[src/rtl/uart_bridge_pkg.sv]
// rtl/uart_bridge_pkg.sv - shared constants and arbiter state type for uart_bridge
package uart_bridge_pkg;

    localparam int DATA_W = 8;

    typedef enum logic {
        ARB_IDLE,
        ARB_BUSY
    } arb_state_e;

endpackage

[src/rtl/sync_fifo.sv]
// rtl/sync_fifo.sv - show-ahead synchronous FIFO; push on full is accepted only alongside a pop
module sync_fifo #(
    parameter int WIDTH = 8,
    parameter int DEPTH = 16
) (
    input  logic                     clk,
    input  logic                     rst,
    input  logic                     push,
    input  logic [WIDTH-1:0]         push_data,
    input  logic                     pop,
    output logic [WIDTH-1:0]         head,
    output logic [$clog2(DEPTH):0]   count,
    output logic                     full,
    output logic                     empty
);
    localparam int AW = $clog2(DEPTH);

    logic [WIDTH-1:0] mem_q [DEPTH];
    logic [AW-1:0]    wr_ptr_q, wr_ptr_d, rd_ptr_q, rd_ptr_d;
    logic [AW:0]      count_q, count_d;
    logic             do_push, do_pop;

    assign full    = (count_q == (AW+1)'(DEPTH));
    assign empty   = (count_q == '0);
    assign do_pop  = pop && !empty;
    assign do_push = push && (!full || do_pop);
    assign head    = mem_q[rd_ptr_q];
    assign count   = count_q;

    always_comb begin
        wr_ptr_d = wr_ptr_q + AW'(do_push);
        rd_ptr_d = rd_ptr_q + AW'(do_pop);
        count_d  = count_q + (AW+1)'(do_push) - (AW+1)'(do_pop);
    end

    always_ff @(posedge clk) begin
        if (rst) begin
            wr_ptr_q <= '0;
            rd_ptr_q <= '0;
            count_q  <= '0;
        end else begin
            wr_ptr_q <= wr_ptr_d;
            rd_ptr_q <= rd_ptr_d;
            count_q  <= count_d;
        end
    end

    // Storage is deliberately left out of reset; only the pointers define validity.
    always_ff @(posedge clk) begin
        if (do_push) begin
            mem_q[wr_ptr_q] <= push_data;
        end
    end

endmodule

[src/rtl/uart_rx.sv]
// rtl/uart_rx.sv - 8N1 receiver, mid-bit sampling, one-cycle rx_done per good frame
module uart_rx #(
    parameter int CLKS_PER_BIT = 16
) (
    input  logic       clk,
    input  logic       rst,
    input  logic       rx_serial,
    output logic [7:0] rx_data,
    output logic       rx_done
);
    localparam int CW = $clog2(CLKS_PER_BIT);
    localparam logic [CW-1:0] BIT_END  = CW'(CLKS_PER_BIT - 1);
    localparam logic [CW-1:0] HALF_END = CW'(CLKS_PER_BIT / 2 - 1);

    typedef enum logic [1:0] {RX_IDLE, RX_START, RX_DATA, RX_STOP} rx_state_e;

    rx_state_e   state_q, state_d;
    logic [CW-1:0] cnt_q, cnt_d;
    logic [2:0]  bit_q, bit_d;
    logic [7:0]  shift_q, shift_d, data_q, data_d;
    logic        done_q, done_d, meta_q, sync_q;

    assign rx_data = data_q;
    assign rx_done = done_q;

    always_comb begin
        state_d = state_q;
        cnt_d   = cnt_q + 1'b1;
        bit_d   = bit_q;
        shift_d = shift_q;
        data_d  = data_q;
        done_d  = 1'b0;
        case (state_q)
            RX_IDLE: begin
                cnt_d = '0;
                if (!sync_q) state_d = RX_START;
            end
            RX_START: if (cnt_q == HALF_END) begin
                cnt_d   = '0;
                bit_d   = '0;
                state_d = sync_q ? RX_IDLE : RX_DATA;
            end
            RX_DATA: if (cnt_q == BIT_END) begin
                cnt_d   = '0;
                shift_d = {sync_q, shift_q[7:1]};
                bit_d   = bit_q + 3'd1;
                if (bit_q == 3'd7) state_d = RX_STOP;
            end
            RX_STOP: if (cnt_q == BIT_END) begin
                state_d = RX_IDLE;
                if (sync_q) begin
                    done_d = 1'b1;
                    data_d = shift_q;
                end
            end
            default: state_d = RX_IDLE;
        endcase
    end

    always_ff @(posedge clk) begin
        if (rst) begin
            state_q <= RX_IDLE;
            cnt_q   <= '0;
            bit_q   <= '0;
            shift_q <= '0;
            data_q  <= '0;
            done_q  <= 1'b0;
            meta_q  <= 1'b1;
            sync_q  <= 1'b1;
        end else begin
            state_q <= state_d;
            cnt_q   <= cnt_d;
            bit_q   <= bit_d;
            shift_q <= shift_d;
            data_q  <= data_d;
            done_q  <= done_d;
            meta_q  <= rx_serial;
            sync_q  <= meta_q;
        end
    end

endmodule

[src/rtl/uart_tx.sv]
// rtl/uart_tx.sv - 8N1 transmitter; tx_start ignored while a frame is in flight
module uart_tx #(
    parameter int CLKS_PER_BIT = 16
) (
    input  logic       clk,
    input  logic       rst,
    input  logic       tx_start,
    input  logic [7:0] tx_data,
    output logic       tx_serial,
    output logic       tx_done
);
    localparam int CW = $clog2(CLKS_PER_BIT);
    localparam logic [CW-1:0] BIT_END = CW'(CLKS_PER_BIT - 1);

    logic          busy_q, busy_d, done_q, done_d;
    logic [9:0]    shift_q, shift_d;
    logic [3:0]    bit_q, bit_d;
    logic [CW-1:0] cnt_q, cnt_d;

    assign tx_serial = !busy_q || shift_q[0];
    assign tx_done   = done_q;

    always_comb begin
        busy_d  = busy_q;
        shift_d = shift_q;
        bit_d   = bit_q;
        cnt_d   = cnt_q + 1'b1;
        done_d  = 1'b0;
        if (!busy_q) begin
            cnt_d = '0;
            if (tx_start) begin
                busy_d  = 1'b1;
                shift_d = {1'b1, tx_data, 1'b0};
                bit_d   = '0;
            end
        end else if (cnt_q == BIT_END) begin
            cnt_d = '0;
            if (bit_q == 4'd9) begin
                busy_d = 1'b0;
                done_d = 1'b1;
            end else begin
                bit_d   = bit_q + 4'd1;
                shift_d = {1'b1, shift_q[9:1]};
            end
        end
    end

    always_ff @(posedge clk) begin
        if (rst) begin
            busy_q  <= 1'b0;
            done_q  <= 1'b0;
            shift_q <= '1;
            bit_q   <= '0;
            cnt_q   <= '0;
        end else begin
            busy_q  <= busy_d;
            done_q  <= done_d;
            shift_q <= shift_d;
            bit_q   <= bit_d;
            cnt_q   <= cnt_d;
        end
    end

endmodule

[src/rtl/uart_bridge.sv]
// rtl/uart_bridge.sv - UART to host byte-stream bridge with RX/TX FIFOs and echo mode
module uart_bridge
    import uart_bridge_pkg::*;
#(
    parameter int CLK_FREQ   = 50000000,
    parameter int BAUD_RATE  = 9600,
    parameter int FIFO_DEPTH = 16
) (
    input  logic                          clk,
    input  logic                          rst,
    input  logic                          rx_serial,
    output logic                          tx_serial,
    input  logic                          echo_en,
    input  logic [DATA_W-1:0]             host_tx_data,
    input  logic                          host_tx_valid,
    output logic                          host_tx_ready,
    output logic [DATA_W-1:0]             host_rx_data,
    output logic                          host_rx_valid,
    input  logic                          host_rx_ready,
    output logic [$clog2(FIFO_DEPTH):0]   rx_count,
    output logic [$clog2(FIFO_DEPTH):0]   tx_count,
    output logic                          rx_overflow,
    input  logic                          ovf_clr
);
    localparam int CPB = CLK_FREQ / BAUD_RATE;

    logic [DATA_W-1:0] rx_byte, rx_head, tx_head;
    logic              rx_done, tx_done;
    logic              rx_pop, rx_full, rx_empty, tx_push, tx_pop, tx_full, tx_empty;
    logic              arb_rx_pop;
    arb_state_e        state_q, state_d;
    logic              tx_start_q, tx_start_d, rx_overflow_q, rx_overflow_d;
    logic [DATA_W-1:0] tx_data_q, tx_data_d;

    uart_rx #(.CLKS_PER_BIT(CPB)) u_rx (
        .clk(clk), .rst(rst), .rx_serial(rx_serial), .rx_data(rx_byte), .rx_done(rx_done)
    );

    uart_tx #(.CLKS_PER_BIT(CPB)) u_tx (
        .clk(clk), .rst(rst), .tx_start(tx_start_q), .tx_data(tx_data_q),
        .tx_serial(tx_serial), .tx_done(tx_done)
    );

    sync_fifo #(.WIDTH(DATA_W), .DEPTH(FIFO_DEPTH)) u_rx_fifo (
        .clk(clk), .rst(rst), .push(rx_done), .push_data(rx_byte), .pop(rx_pop),
        .head(rx_head), .count(rx_count), .full(rx_full), .empty(rx_empty)
    );

    sync_fifo #(.WIDTH(DATA_W), .DEPTH(FIFO_DEPTH)) u_tx_fifo (
        .clk(clk), .rst(rst), .push(tx_push), .push_data(host_tx_data), .pop(tx_pop),
        .head(tx_head), .count(tx_count), .full(tx_full), .empty(tx_empty)
    );

    assign host_rx_valid = !echo_en && !rx_empty;
    assign host_rx_data  = rx_head;
    assign host_tx_ready = !echo_en && !tx_full;
    assign tx_push       = host_tx_valid && host_tx_ready;
    assign rx_pop        = arb_rx_pop || (host_rx_valid && host_rx_ready);
    assign rx_overflow   = rx_overflow_q;

    // echo_en only steers the source here in IDLE, so a mid-frame toggle cannot disturb BUSY.
    always_comb begin
        state_d    = state_q;
        tx_start_d = 1'b0;
        tx_data_d  = tx_data_q;
        arb_rx_pop = 1'b0;
        tx_pop     = 1'b0;
        case (state_q)
            ARB_IDLE: begin
                if (echo_en && !rx_empty) begin
                    arb_rx_pop = 1'b1;
                    tx_data_d  = rx_head;
                    tx_start_d = 1'b1;
                    state_d    = ARB_BUSY;
                end else if (!echo_en && !tx_empty) begin
                    tx_pop     = 1'b1;
                    tx_data_d  = tx_head;
                    tx_start_d = 1'b1;
                    state_d    = ARB_BUSY;
                end
            end
            ARB_BUSY: if (tx_done) state_d = ARB_IDLE;
            default:  state_d = ARB_IDLE;
        endcase
    end

    always_comb begin
        rx_overflow_d = rx_overflow_q;
        if (ovf_clr) rx_overflow_d = 1'b0;
        if (rx_done && rx_full && !rx_pop) rx_overflow_d = 1'b1;
    end

    always_ff @(posedge clk) begin
        if (rst) begin
            state_q       <= ARB_IDLE;
            tx_start_q    <= 1'b0;
            tx_data_q     <= '0;
            rx_overflow_q <= 1'b0;
        end else begin
            state_q       <= state_d;
            tx_start_q    <= tx_start_d;
            tx_data_q     <= tx_data_d;
            rx_overflow_q <= rx_overflow_d;
        end
    end

endmodule

[config.mk]
export PLATFORM = sky130hd
export DESIGN_NAME = uart_bridge
export DESIGN_NICKNAME = d
export VERILOG_FILES = /design/src/rtl/uart_bridge_pkg.sv /design/src/rtl/sync_fifo.sv /design/src/rtl/uart_rx.sv /design/src/rtl/uart_tx.sv /design/src/rtl/uart_bridge.sv
export SDC_FILE = /design/constraint.sdc
export NUM_CORES = 1
export LEC_CHECK = 0
export CAP_MARGIN = 20
export CORE_MARGIN = 2
export CORE_UTILIZATION = 65
export DETAILED_ROUTE_END_ITERATION = 10
export PLACE_DENSITY = 0.83
export SETUP_SLACK_MARGIN = 0.2
export SLEW_MARGIN = 20
export SYNTH_ARGS = -nofsm -noshare
export SYNTH_HDL_FRONTEND = slang
export SYNTH_HIERARCHICAL = 1
export SYNTH_SLANG_ARGS = --single-unit
[constraint.sdc]
create_clock -name clk -period 8.05 [get_ports clk]
set_input_delay 1.61 -clock clk [delete_from_list [all_inputs] [get_ports clk]]
set_output_delay 1.61 -clock clk [all_outputs]
set_load 0.02 [all_outputs]
==> impl_metrics.py <==
metrics = {
    "status": {
        "outcome": "finished, final reports clean",
    },
    "routing": {
        "detail_route.wl_per_cell_um": 22.56,
        "vias": 8506,
        "wl_um": 30000,
        "drt_pass1_iterations": 5,
        "drc": 0,
        "ant_nets": 0,
        "via_per_inst": 6.395,
        "drt_first_iter_violations": 770,
    },
    "timing": {
        "skew_ns": 0.01407,
        "fin_crit_sh_pct": 61.51,
        "drv_slew": 0,
        "rsz0062_at_grt": "false",
        "finalHoldViolCount": 0,
        "relSlewSlack_pct": 28.29,
        "timing.final.ws_setup_ns": 3.099,
        "setup_viol": 0,
        "tightest_slew_ns": 1.067,
        "period_needed_ns": 4.951,
        "tns_ns": 0,
        "fmax_mhz": 202.0,
    },
    "yosys": {
        "synth_top_family_by_area": "simple AND/OR/NAND/NOR gates",
        "ys_warn_count": 6,
        "synth_top_area_share_pct": 51.02,
        "synth-xor-area-share_pct": 2.093,
        "synth_compound_area_share_pct": 4.949,
        "synth_flop_cell": "edfxtp_1",
        "synth_cell_types": 66,
        "synthAdderAreaFrac_pct": 2.259,
        "synth_nets": 1033,
        "synth.ff_latch_count": 358,
        "synth_top_area_cell": "edfxtp_1",
        "synthCells": 992,
        "ys_top_cells_by_area": "edfxtp_1 (51%), dfxtp_1 (14%), mux4_1 (5.6%)",
        "async_reset_ff_share_pct": 0,
        "synth_edf_count": 256,
        "syn_area_mm2": 0.01507,
        "synth-seq-area-share_pct": 64.57,
        "synth_mux_area_share_pct": 11.36,
        "avgSynthCellArea_um2": 15.19,
        "yosys.area_share.simple_pct": 11.39,
    },
    "clock_tree": {
        "h-tree-depth": 2,
        "clockBufferDepth": 3,
        "clk-insertion-delay-late_ns": 0.52,
        "clkTransAtPathRegs_ns": 0.06,
        "numCtsBuffers": 36,
        "cts_resized": 0,
        "root_buffer": "clkbuf_16",
        "cts.hold.buffers_added": 0,
        "cts_tree": "built",
        "post_cts_buffers": 0,
        "numClockSinks": 358,
    },
    "place": {
        "port_buffers": 36,
        "place_hpwl_um": 18520,
        "placedCellCount": 1264,
        "place.gp.congestion": 0.8013,
        "place_ws_ns": 3.320,
    },
    "grt": {
        "grt_pass1_wl_um": 46770,
        "grt_pass1_vias": 8252,
        "grt_antenna_before_repair": 0,
        "grt_max_degree": 70,
        "overflow": 0,
        "groute.usage.overall_pct": 25.49,
    },
    "worst_setup_path": {
        "crit_path_end_kind": "output pin",
        "cp.arrival_ns": 3.34,
        "slowest_delay_ns": 1.02,
        "reg2reg_slack_ns": 4.72,
        "path_class": "reg -> out",
        "r2r-end": "u_tx_fifo/mem_q[3][1]$_DFFE_PP_",
        "reg2reg_from": "u_tx_fifo/count[2]$_SDFF_PP0_",
        "reg2reg_depth": 8,
        "start_kind": "flop",
        "cp_data_required_time_ns": 6.44,
        "crit_chain": "mux4_1, a22oi_1, nand2_1, clkdlybuf4s50_1",
        "critPathSlowestCell": "dfxtp_2",
        "cp_max_fo": 33,
    },
    "floorplanning": {
        "die_h_um": 156.3,
        "fp.coreArea_mm2": 0.02271,
        "die_w_um": 156.3,
        "io_pins": 37,
        "row_count": 55,
        "die-area_mm2": 0.02441,
        "initial_core_util_pct": 66.35,
    },
    "power_and_ir_drop": {
        "finalPower_w": 0.004542,
        "power_density_mw_per_mm2": 273.5,
        "irDropWorstVdd_v": 0.0002113,
        "cellLeakagePower_nw": 5.057,
    },
    "hold_path": {
        "hp-class": "reg -> reg",
        "hold_end": "u_rx/sync_q$_SDFF_PP1_",
        "min-delay-start": "u_rx/meta_q$_SDFF_PP1_",
        "holdPathStages": 1,
    },
    "flow_run": {
        "maxCapViolCount": 0,
    },
    "layout": {
        "fin_nets": 1058,
        "n_antenna_cell": 0,
        "mostFrequentLayoutCells": "edfxtp_1 (256), dfxtp_1 (99), nor2_1 (86), nand2_1 (44), clkbuf_16 (37)",
        "drive_gt1_share_pct": 11.96,
        "fin_util_pct": 73.12,
        "final_common_cell": "edfxtp_1",
        "n_fill_cell": 1351,
        "areaGrowthSynthToFinish_pct": 10.21,
        "fin_cells": 1330,
    },
}
[how the worst max path moves through the flow]
stage                                           startpoint                              end  slack (ns)  cells past startpoint
after floorplan                                    echo_en  u_tx_fifo/mem_q[2][0]$_DFFE_PP_        4.48                      6
after CTS                 u_rx_fifo/rd_ptr_q[0]$_SDFF_PP0_                  host_rx_data[4]        3.06                      4
after global placement                             echo_en                    host_rx_valid        3.42                      3
after global routing      u_rx_fifo/rd_ptr_q[0]$_SDFF_PP0_                  host_rx_data[7]        2.95                      4
after detailed placement                           echo_en  u_tx_fifo/mem_q[3][4]$_DFFE_PP_        3.32                      6
final                     u_rx_fifo/rd_ptr_q[0]$_SDFF_PP0_                  host_rx_data[4]        3.10                      4
[area by class of cell]
type / instances / area (µm²) / area share (%)
Clock buffer: 42 / 944.7 / 5.689
Clock inverter: 24 / 205.2 / 1.236
Inverter: 34 / 127.6 / 0.7685
Multi-Input combinational cell: 548 / 4858 / 29.26
Sequential cell: 358 / 9733 / 58.61
Tap cell: 285 / 356.6 / 2.147
Timing Repair Buffer: 39 / 380.4 / 2.291
[Yosys cell counts, types with 5 or more instances]
master and number:
nand2b_1 27, edfxtp_1 256, and2_1 6, mux4_1 32, clkdlybuf4s25_2 6, nor3b_1 6
nand3_1 26, nand4_1 10, nor3_1 25, mux2i_1 15, ha_1 24, clkbuf_1 15
dfxtp_1 102, buf_2 8, o21ai_0 6, buf_6 10, nand3b_1 5, xor2_1 11
nor2_1 86, a22oi_1 32, or3_1 9, xnor2_1 25, buf_4 8, or4bb_1 7
mux4_2 32, a211oi_2 8, nor4b_1 8, a21oi_1 19, inv_1 34, nor2b_1 21
nand2_1 44, o22ai_2 8, or2_2 5
[metal layers]
layer / wire (µm) / GRT usage (%) / vias to the layer above
met5: 0 / 0 / -
met2: 14290 / 40.28 / 379
met4: 1042 / 9.262 / 0
met1: 12550 / 36.24 / 4195
li1: - / - / 3840
met3: 2127 / 4.514 / 92
[registers in the layout, indices dropped and copies added (netlist names), 5 cells and up, named ones only]
| signal | cells |
|---|---|
| u_rx_fifo/mem_q | 128 |
| u_tx/cnt_q | 13 |
| u_tx_fifo/count | 5 |
| u_tx_fifo/mem_q | 128 |
| u_rx/rx_data | 8 |
| u_rx_fifo/count | 5 |
| u_tx/shift_q | 9 |
| u_rx/shift_q | 8 |
| u_rx/cnt_q | 13 |
| tx_data_q | 8 |
[logic make-up after synthesis]
group,count (synthesis)
AND/OR/NAND/NOR,311
adder cells (fa/ha/maj),26
buffers and inverters,86
flip-flops,358
XOR/XNOR,36
multiplexers,79
AO/OA/AOI/OAI,96
[worst max-delay path, delay by kind of cell (launching register included)]
family,cells,cell delay [ns]
simple gates,1,0.19
flops,1,1.02
buf+inv,1,0.58
mux,1,0.68
compound gates,1,0.33
[power breakdown]
group | leakage (nW) | total (W) | internal, W | switching [W]
logic | 1.64 | 0.000756 | 0.000382 | 0.000374
registers | 2.87 | 0.00217 | 0.00205 | 0.000121
clock network | 0.550 | 0.00162 | 0.000942 | 0.000676
[stage by stage]
stage / cell area [µm²] / hold slack [ns]
after floorplan: 15070 / 0.3895
after global placement: 15430 / 0.4038
after detailed placement: 15440 / 0.4047
after CTS: 16590 / 0.4189
after global routing: 16610 / 0.4420
final: 16610 / 0.4154
(Power assumes the default switching activity.)
